**config.mk**
```make
export PLATFORM = sky130hd
export DESIGN_NAME = beta_mem_stage
export DESIGN_NICKNAME = d
export VERILOG_FILES = /design/src/rtl/beta_pkg.sv /design/src/rtl/beta_mem_ctrl.sv /design/src/rtl/beta_mem_stage.sv
export SDC_FILE = /design/constraint.sdc
export NUM_CORES = 1
export LEC_CHECK = 0
export ABC_AREA = 0
export CAP_MARGIN = 20
export CORE_MARGIN = 2
export CORE_UTILIZATION = 43
export DETAILED_ROUTE_END_ITERATION = 8
export MAX_ROUTING_LAYER = met4
export PLACE_DENSITY_LB_ADDON = 0.05
export SYNTH_ARGS = -nofsm -noshare
export SYNTH_HDL_FRONTEND = slang
export SYNTH_SLANG_ARGS = --single-unit
```
**constraint.sdc**
```tcl
create_clock -name clk -period 3.1 [get_ports clk]
set_input_delay 0.775 -clock clk [delete_from_list [all_inputs] [get_ports clk]]
set_output_delay 0.775 -clock clk [all_outputs]
set_load 0.05 [all_outputs]
```
**src/rtl/beta_pkg.sv**
```systemverilog
// Shared opcodes, bubble instruction word and memory-FSM state type for the
// beta pipeline memory stage.
package beta_pkg;

  localparam logic [31:0] NOP_INSTR = 32'h83FF_FFFF;

  localparam logic [5:0] OP_LD  = 6'b011000;
  localparam logic [5:0] OP_ST  = 6'b011001;
  localparam logic [5:0] OP_JMP = 6'b011011;
  localparam logic [5:0] OP_BEQ = 6'b011100;
  localparam logic [5:0] OP_BNE = 6'b011101;
  localparam logic [5:0] OP_LDR = 6'b011111;

  typedef enum logic [1:0] {
    S_IDLE = 2'd0,
    S_BUSY = 2'd1,
    S_DONE = 2'd2
  } mem_state_t;

  function automatic logic is_read(input logic [5:0] op);
    return (op == OP_LD) || (op == OP_LDR);
  endfunction

  function automatic logic is_write(input logic [5:0] op);
    return op == OP_ST;
  endfunction

  function automatic logic is_mem(input logic [5:0] op);
    return is_read(op) || is_write(op);
  endfunction

  // Control-transfer ops write the return address (pc+4) back.
  function automatic logic is_branch(input logic [5:0] op);
    return (op == OP_JMP) || (op == OP_BEQ) || (op == OP_BNE);
  endfunction

endpackage

```
**src/rtl/beta_mem_ctrl.sv**
```systemverilog
// Request/acknowledge sequencer for one data-memory transaction per memory
// instruction held in the stage.
module beta_mem_ctrl
  import beta_pkg::*;
(
  input  logic clk,
  input  logic rst_n,
  input  logic i_mem_op,
  input  logic i_mem_ack,
  output logic o_mem_req,
  output logic o_stall,
  output logic o_capture
);

  mem_state_t r_state;
  logic       r_mem_req;

  // NOTE: sequential state uses non-blocking assignments and an asynchronous
  // reset, so a reset mid-transaction drops the request without waiting for clk.
  always_ff @(posedge clk or negedge rst_n) begin
    if (!rst_n) begin
      r_state   <= S_IDLE;
      r_mem_req <= 1'b0;
    end else begin
      case (r_state)
        S_IDLE: begin
          if (i_mem_op) begin
            r_state   <= S_BUSY;
            r_mem_req <= 1'b1;
          end
        end
        S_BUSY: begin
          if (i_mem_ack) begin
            r_state   <= S_DONE;
            r_mem_req <= 1'b0;
          end
        end
        S_DONE: begin
          r_state <= S_IDLE;
        end
        default: begin
          r_state   <= S_IDLE;
          r_mem_req <= 1'b0;
        end
      endcase
    end
  end

  // DONE is the single cycle in which a memory op may leave the stage.
  assign o_stall   = i_mem_op && (r_state != S_DONE);
  assign o_capture = (r_state == S_BUSY) && i_mem_ack;
  assign o_mem_req = r_mem_req;

endmodule

```
**src/rtl/beta_mem_stage.sv**
```systemverilog
// Beta MEM pipeline stage: stage registers, result selection and the
// data-memory port, sequenced by beta_mem_ctrl.
module beta_mem_stage
  import beta_pkg::*;
#(
  parameter logic [31:0] NOP = NOP_INSTR
)
(
  input  logic        clk,
  input  logic        rst_n,
  input  logic        annul,
  input  logic [31:0] pcin,
  input  logic [31:0] irin,
  input  logic [31:0] yin,
  input  logic [31:0] din,
  output logic        stall,
  output logic        mem_req,
  output logic        mem_we,
  output logic [31:0] mem_addr,
  output logic [31:0] mem_wdata,
  input  logic        mem_ack,
  input  logic [31:0] mem_rdata,
  output logic [31:0] pcout,
  output logic [31:0] irout,
  output logic [31:0] resout
);

  logic [31:0] r_pc;
  logic [31:0] r_ir;
  logic [31:0] r_y;
  logic [31:0] r_d;
  logic [31:0] r_rdata_q;

  logic [5:0]  w_op;
  logic        w_mem_op;
  logic        w_stall;
  logic        w_mem_req;
  logic        w_capture;

  assign w_op     = r_ir[31:26];
  assign w_mem_op = is_mem(w_op);

  beta_mem_ctrl u_ctrl (
    .clk       (clk),
    .rst_n     (rst_n),
    .i_mem_op  (w_mem_op),
    .i_mem_ack (mem_ack),
    .o_mem_req (w_mem_req),
    .o_stall   (w_stall),
    .o_capture (w_capture)
  );

  // annul is only looked at on a loading edge, so an in-flight op always completes.
  always_ff @(posedge clk or negedge rst_n) begin
    if (!rst_n) begin
      r_pc <= '0;
      r_ir <= NOP;
      r_y  <= '0;
      r_d  <= '0;
    end else if (!w_stall) begin
      r_pc <= pcin;
      r_ir <= annul ? NOP : irin;
      r_y  <= yin;
      r_d  <= din;
    end
  end

  always_ff @(posedge clk or negedge rst_n) begin
    if (!rst_n) begin
      r_rdata_q <= '0;
    end else if (w_capture && is_read(w_op)) begin
      r_rdata_q <= mem_rdata;
    end
  end

  // NOTE: the combinational result mux assigns its default first so no path
  // leaves resout unassigned and no latch is inferred.
  always_comb begin
    resout = r_y;
    if (is_read(w_op)) begin
      resout = r_rdata_q;
    end else if (is_branch(w_op)) begin
      resout = r_pc;
    end
  end

  assign stall     = w_stall;
  assign mem_req   = w_mem_req;
  assign mem_we    = w_mem_req && is_write(w_op);
  assign mem_addr  = r_y;
  assign mem_wdata = r_d;
  // A bubble goes to write-back while stalled so each instruction commits once.
  assign irout     = w_stall ? NOP : r_ir;
  assign pcout     = r_pc;

endmodule

```
# Yosys cells after proc, flatten, opt, wreduce, memory -nomap -nowiden

Cells that the tools add are included.

Input port bits: 164
Output and inout port bits: 163
Flip-flop bits (word level): 163
Logic and storage cells: 40

Eq/ne operators: 11
Reductions and logical operators: 11
Bitwise logic cells: 1
Muxes and demuxes: 10

Operators with widths:

| operator                                              | number |
|---|---|
| two-way mux 32 bit                                    | 4 |
| == test 6 x 5 -> 1 bit, second input constant         | 6 |
| logical AND 1 bit                                     | 4 |
| logical OR 1 bit                                      | 4 |
| two-way mux 2 bit                                     | 2 |
| inequality test 2 bit, second input constant          | 2 |
| one-hot mux 2 bit (2 select lines)                    | 1 |
| one-hot mux 1 bit (3 select lines)                    | 1 |
| AND reduction 3 bit                                   | 1 |
| == test 2 x 1 -> 1 bit, second input constant         | 1 |
| == test 2 bit, second input constant                  | 1 |
| logical NOT 2 bit                                     | 1 |
| two-way mux 1 bit                                     | 2 |
| inequality test 2 x 1 -> 1 bit, second input constant | 1 |
| AND reduction 2 bit                                   | 1 |
| inverter 1 bit                                        | 1 |

# Logic depth before layout (Yosys ltp)

Depth after elaboration: 5
Gate-level depth with buffers: 7
Gate-level depth less buffers: 3

# Hierarchy

A second synthesis with hierarchy kept.

Cells, all modules: 688
Area total of the unflattened synthesis: 7,866.3 um2

Modules (own cells, without submodules):

| module         | sequential area each (um2) | instances | cells an instance | area an instance (um2) |
|---|---|---|---|---|
| beta_mem_stage | 4,037.6                    | 1         | 675               | 7,724.9 |
| beta_mem_ctrl  | 75.1                       | 1         | 13                | 141.4 |

# Worst setup path after synthesis

OpenSTA, ideal clock, no wires.

Path kind: reg2out
Start point: register r_ir[31]
End point: output resout[10]
Buffers on the path: 2
Data arrival time: 2.277 ns
Stages on the path, launching flop included: 6
Slack: 0.048 ns
Data required time: 2.325 ns
Cells stage by stage: dfstp_2 > nand3b_1 > clkbuf_1 > clkbuf_1 > nand2_1 > a41oi_1

Longest elaborated chain between the ends: 5
Elaborated cells between the ends (all ways): 10
Those cells by class: 5 x eq/ne; 2 x mux; 3 x reduce/logical

RTL lines:

| what                           | line                 | RTL |
|---|---|---|
| start: declaration             | beta_mem_stage.sv:29 | `logic [31:0] r_ir;` |
| start signal: assignment       | beta_mem_stage.sv:62 | `r_ir <= annul ? NOP : irin;` |
| == test 6 x 5 -> 1 bit         | beta_pkg.sv:34       | `return (op == OP_JMP) \|\| (op == OP_BEQ) \|\| (op == OP_BNE);` |
| logical OR 1 bit (2 in series) | beta_pkg.sv:34       |  |
| two-way mux 32 bit             | beta_mem_stage.sv:82 | `end else if (is_branch(w_op)) begin` |
| two-way mux 32 bit *           | beta_mem_stage.sv:80 | `if (is_read(w_op)) begin` |
| end: declaration               | beta_mem_stage.sv:25 | `output logic [31:0] resout` |

Mark *: on every way between the ends. The rest lies on a longest branch, timed or not.

# Final worst setup path

Start point: register r_ir[27]
End point: output resout[15]

The elaborated chain is that of the path after synthesis.

==> flow_summary.json <==
{
  "cts-hold-fix-buffers": 0,
  "die_outline_area_sq_mm": 0.0190,
  "setup.reg_to_reg.worst_slack_ns": 0.71,
  "place.detailed.hpwl_um": 17700,
  "synthDominantCellAreaShare": 0.442,
  "chipWidth_um": 138,
  "unrepaired_setup_endpoints_after_global_routing": "no",
  "placed_cells": 1172,
  "end_kind": "primary output",
  "drive_gt1_frac": 0.301,
  "routabilityCongestion": 0.827,
  "netlist.top_cell.by_area": "sky130_fd_sc_hd__dfrtp_1",
  "cap_violations": 0,
  "core_region_area_sq_mm": 0.0174,
  "post_synth.cell_area_avg_sq_um": 11.7,
  "fillCellCount": 1330,
  "grt_usage": 0.269,
  "viasPerCell": 5.54,
  "powerDensity_mw_per_mm2": 486,
  "finalHoldViolations": 0,
  "tns_ns": 0,
  "remaining_drc_errors": 0,
  "layout_min_cycle_time_ns": 3.02,
  "async_flop_share": 1.00,
  "drt-total-wl_um": 24800,
  "status": "finished, final reports clean",
  "routedWlPerCell_um": 20.5,
  "ioPinCount": 327,
  "detailedRoute.firstPassIterationCount": 6,
  "synth_cell_types": 28,
  "maxSlewViolCount": 0,
  "cp_max_fo": 19,
  "cts.htree.levels": 4,
  "worst_skew_pair.late_latency_ns": 0.43,
  "period_share": 0.973,
  "postSynthRegisterBits": 163,
  "place.port_buffers": 326,
  "synth_flop_cell": "sky130_fd_sc_hd__dfrtp_1",
  "synthesis.nets": 822,
  "tightestPinTransition_ns": 0.752,
  "fin_worst_skew_ns": 0.00969,
  "cp_data_required_time_ns": 2.32,
  "postSynthCellCount": 658,
  "drt-initial-drc-count": 261,
  "worst_hold_path_type": "in2async",
  "syn_area_sq_mm": 0.00771,
  "cts_sinks": 163,
  "antenna_found_initial": 1,
  "path_clk_slew_ns": 0.06,
  "synth-seq-area-share": 0.534,
  "initial_core_util": 0.442,
  "ctsRootBufferMaster": "sky130_fd_sc_hd__clkbuf_16",
  "maxSlewHeadroom": 0.499,
  "number_of_synthesized_flops_with_an_enable_pin": 0,
  "worstReg2RegStart": "r_ir[27]",
  "power.ir.vdd_worst_v": 0.000392,
  "max_clock_freq_mhz": 331,
  "total_leakage_power_nw": 5.38,
  "critPathArrivalTime_ns": 2.24,
  "crit_path_start_kind": "flop",
  "cts_max_path_buffers": 2,
  "synth_top_cells_by_area": "sky130_fd_sc_hd__dfrtp_1 44%, sky130_fd_sc_hd__mux2_2 19%, sky130_fd_sc_hd__dfstp_2 9.2%",
  "path_class": "reg2out",
  "numCtsBuffers": 17,
  "drt.antenna.violating_nets": 0,
  "globalRouteOverflowTotal": 0,
  "via_count_of_the_first_global_routing_pass": 6889,
  "placementRows": 48,
  "grt_start_max_net_pins": 82,
  "yosysWarningCount": 0,
  "clock_tree_from_tritoncts": "done",
  "die_y_um": 138,
  "dr_vias": 6681,
  "design.final.nets": 1133,
  "critical_path.reg2reg.endpoint": "r_rdata_q[3]",
  "worst-r2r-cell-count": 5,
  "grt_first_pass_wirelength_um": 37700,
  "area_delta_synth_final_pct": 57.9,
  "finalNonFillerCells": 1206,
  "timing.final.setup_violations": 0
}
[sequential cells by signal, summed over array words and instances (netlist names)]
name,cells
u_ctrl.r_state,2
u_ctrl.o_mem_req,1
r_rdata_q,32
mem_addr,32
pcout,32
r_ir,32
mem_wdata,32
[layout by cell type (no fill, tap or decap), types with 2 or more instances in the layout]
master | synthesis | routed
sky130_fd_sc_hd__nand2b_1 | 3 | 2
sky130_fd_sc_hd__inv_1 | 31 | 31
sky130_fd_sc_hd__o211ai_1 | 33 | 33
sky130_fd_sc_hd__nand3b_1 | 2 | 2
sky130_fd_sc_hd__a41oi_1 | 32 | 32
sky130_fd_sc_hd__buf_4 | 0 | 53
sky130_fd_sc_hd__mux2_1 | 3 | 3
sky130_fd_sc_hd__bufinv_16 | 0 | 3
sky130_fd_sc_hd__dfrtp_1 | 136 | 134
sky130_fd_sc_hd__inv_6 | 0 | 3
sky130_fd_sc_hd__o21ai_0 | 4 | 4
sky130_fd_sc_hd__mux2_2 | 128 | 128
sky130_fd_sc_hd__buf_6 | 4 | 4
sky130_fd_sc_hd__clkbuf_16 | 0 | 18
sky130_fd_sc_hd__mux2i_1 | 26 | 26
sky130_fd_sc_hd__clkbuf_8 | 0 | 2
sky130_fd_sc_hd__nor2_1 | 30 | 30
sky130_fd_sc_hd__dfrtp_2 | 0 | 2
sky130_fd_sc_hd__a211oi_1 | 32 | 24
sky130_fd_sc_hd__a211oi_2 | 0 | 8
sky130_fd_sc_hd__clkdlybuf4s50_1 | 0 | 259
sky130_fd_sc_hd__dfstp_2 | 27 | 27
sky130_fd_sc_hd__clkinvlp_4 | 0 | 3
sky130_fd_sc_hd__nor2b_1 | 4 | 3
sky130_fd_sc_hd__nand3_1 | 34 | 33
sky130_fd_sc_hd__buf_12 | 0 | 35
sky130_fd_sc_hd__nand2_1 | 59 | 59
sky130_fd_sc_hd__and2_1 | 5 | 5
[logic make-up after synthesis]
logic type,after synthesis,share of synthesized area
muxes,157,0.225
and+or+nand+nor,141,0.0810
DFF,163,0.534
AOI/OAI and AO/OA,106,0.110
buffers and inverters,91,0.0497
[worst max-delay path, cell delays in order, from the launching register on]
cell	delay [ns]
sky130_fd_sc_hd__dfrtp_2	0.46
sky130_fd_sc_hd__or3_1	0.45
sky130_fd_sc_hd__a21o_4	0.28
sky130_fd_sc_hd__buf_12	0.17
sky130_fd_sc_hd__a41oi_1	0.22
sky130_fd_sc_hd__buf_4	0.24
[per-layer routing]
| layer | wire length (um) | vias to the layer above | global-route usage |
|---|---|---|---|
| met1 | 9590 | 3367 | 0.314 |
| li1 | - | 2994 | - |
| met5 | 0 | - | - |
| met3 | 1970 | 43 | 0.0705 |
| met4 | 546 | 0 | 0.0850 |
| met2 | 12700 | 277 | 0.456 |
[stage by stage]
stage	hold slack, ns	util	worst slack (ns)	power (W)	instance area [sq um]
6_report	0.373	0.699	0.0823	0.00591	12200
5_1_grt	0.427	0.699	0.00800	0.00612	12200
4_1_cts	0.413	0.694	0.00622	0.00596	12100
3_5_place_dp	0.467	0.658	0.321	0.00377	11500
3_3_place_gp	0.467	0.658	0.403	0.00375	11500
2_1_floorplan	0.456	-	0.0483	0.00311	7710
[layout make-up]
class	count	area, sq um	area share
flip-flops and latches	163	4120	0.338
diodes	1	2.50	0.000206
clock inverters	11	153	0.0125
multi-input cells	404	3290	0.270
repair buffers	352	3760	0.309
well taps	225	282	0.0231
clock buffers	19	453	0.0372
inverters	31	116	0.00956
[power by group]
part / switching (W) / internal (W)
combinational: 0.000781 / 0.000580
clock: 0.000860 / 0.00131
sequential: 0.0000992 / 0.00228
[worst max-delay path by stage]
stage	end	depth (start not counted)	from	slack [ns]
global placement	resout[13]	5	r_ir[27]	0.40
global route	resout[9]	5	r_ir[27]	0.008
finish	resout[15]	5	r_ir[27]	0.08
detailed placement	resout[15]	5	r_ir[27]	0.32
floorplan	resout[10]	5	r_ir[31]	0.05
CTS	resout[0]	5	r_ir[27]	0.006
[synthesized netlist by cell type, types with 2 or more instances]
library cell               count
sky130_fd_sc_hd__buf_6         4
sky130_fd_sc_hd__dfstp_2      27
sky130_fd_sc_hd__clkbuf_1     47
sky130_fd_sc_hd__mux2_1        3
sky130_fd_sc_hd__nand2_1      59
sky130_fd_sc_hd__nor2b_1       4
sky130_fd_sc_hd__a211oi_1     32
sky130_fd_sc_hd__inv_1        31
sky130_fd_sc_hd__mux2_2      128
sky130_fd_sc_hd__and2_1        5
sky130_fd_sc_hd__buf_2         9
sky130_fd_sc_hd__a41oi_1      32
sky130_fd_sc_hd__and3b_1       2
sky130_fd_sc_hd__dfrtp_1     136
sky130_fd_sc_hd__o211ai_1     33
sky130_fd_sc_hd__nor2_1       30
sky130_fd_sc_hd__nand3b_1      2
sky130_fd_sc_hd__nand2b_1      3
sky130_fd_sc_hd__nand3_1      34
sky130_fd_sc_hd__mux2i_1      26
sky130_fd_sc_hd__o21ai_0       4
[timing repair]
item | in CTS | in global routing
pin swaps | 0 | 1
buffers inserted | 0 | 3
setup endpoints to repair | 21 | 32
cloned | 0 | 0
resized for setup | 5 | 11
Note: power is estimated with default switching activity, not from simulation.
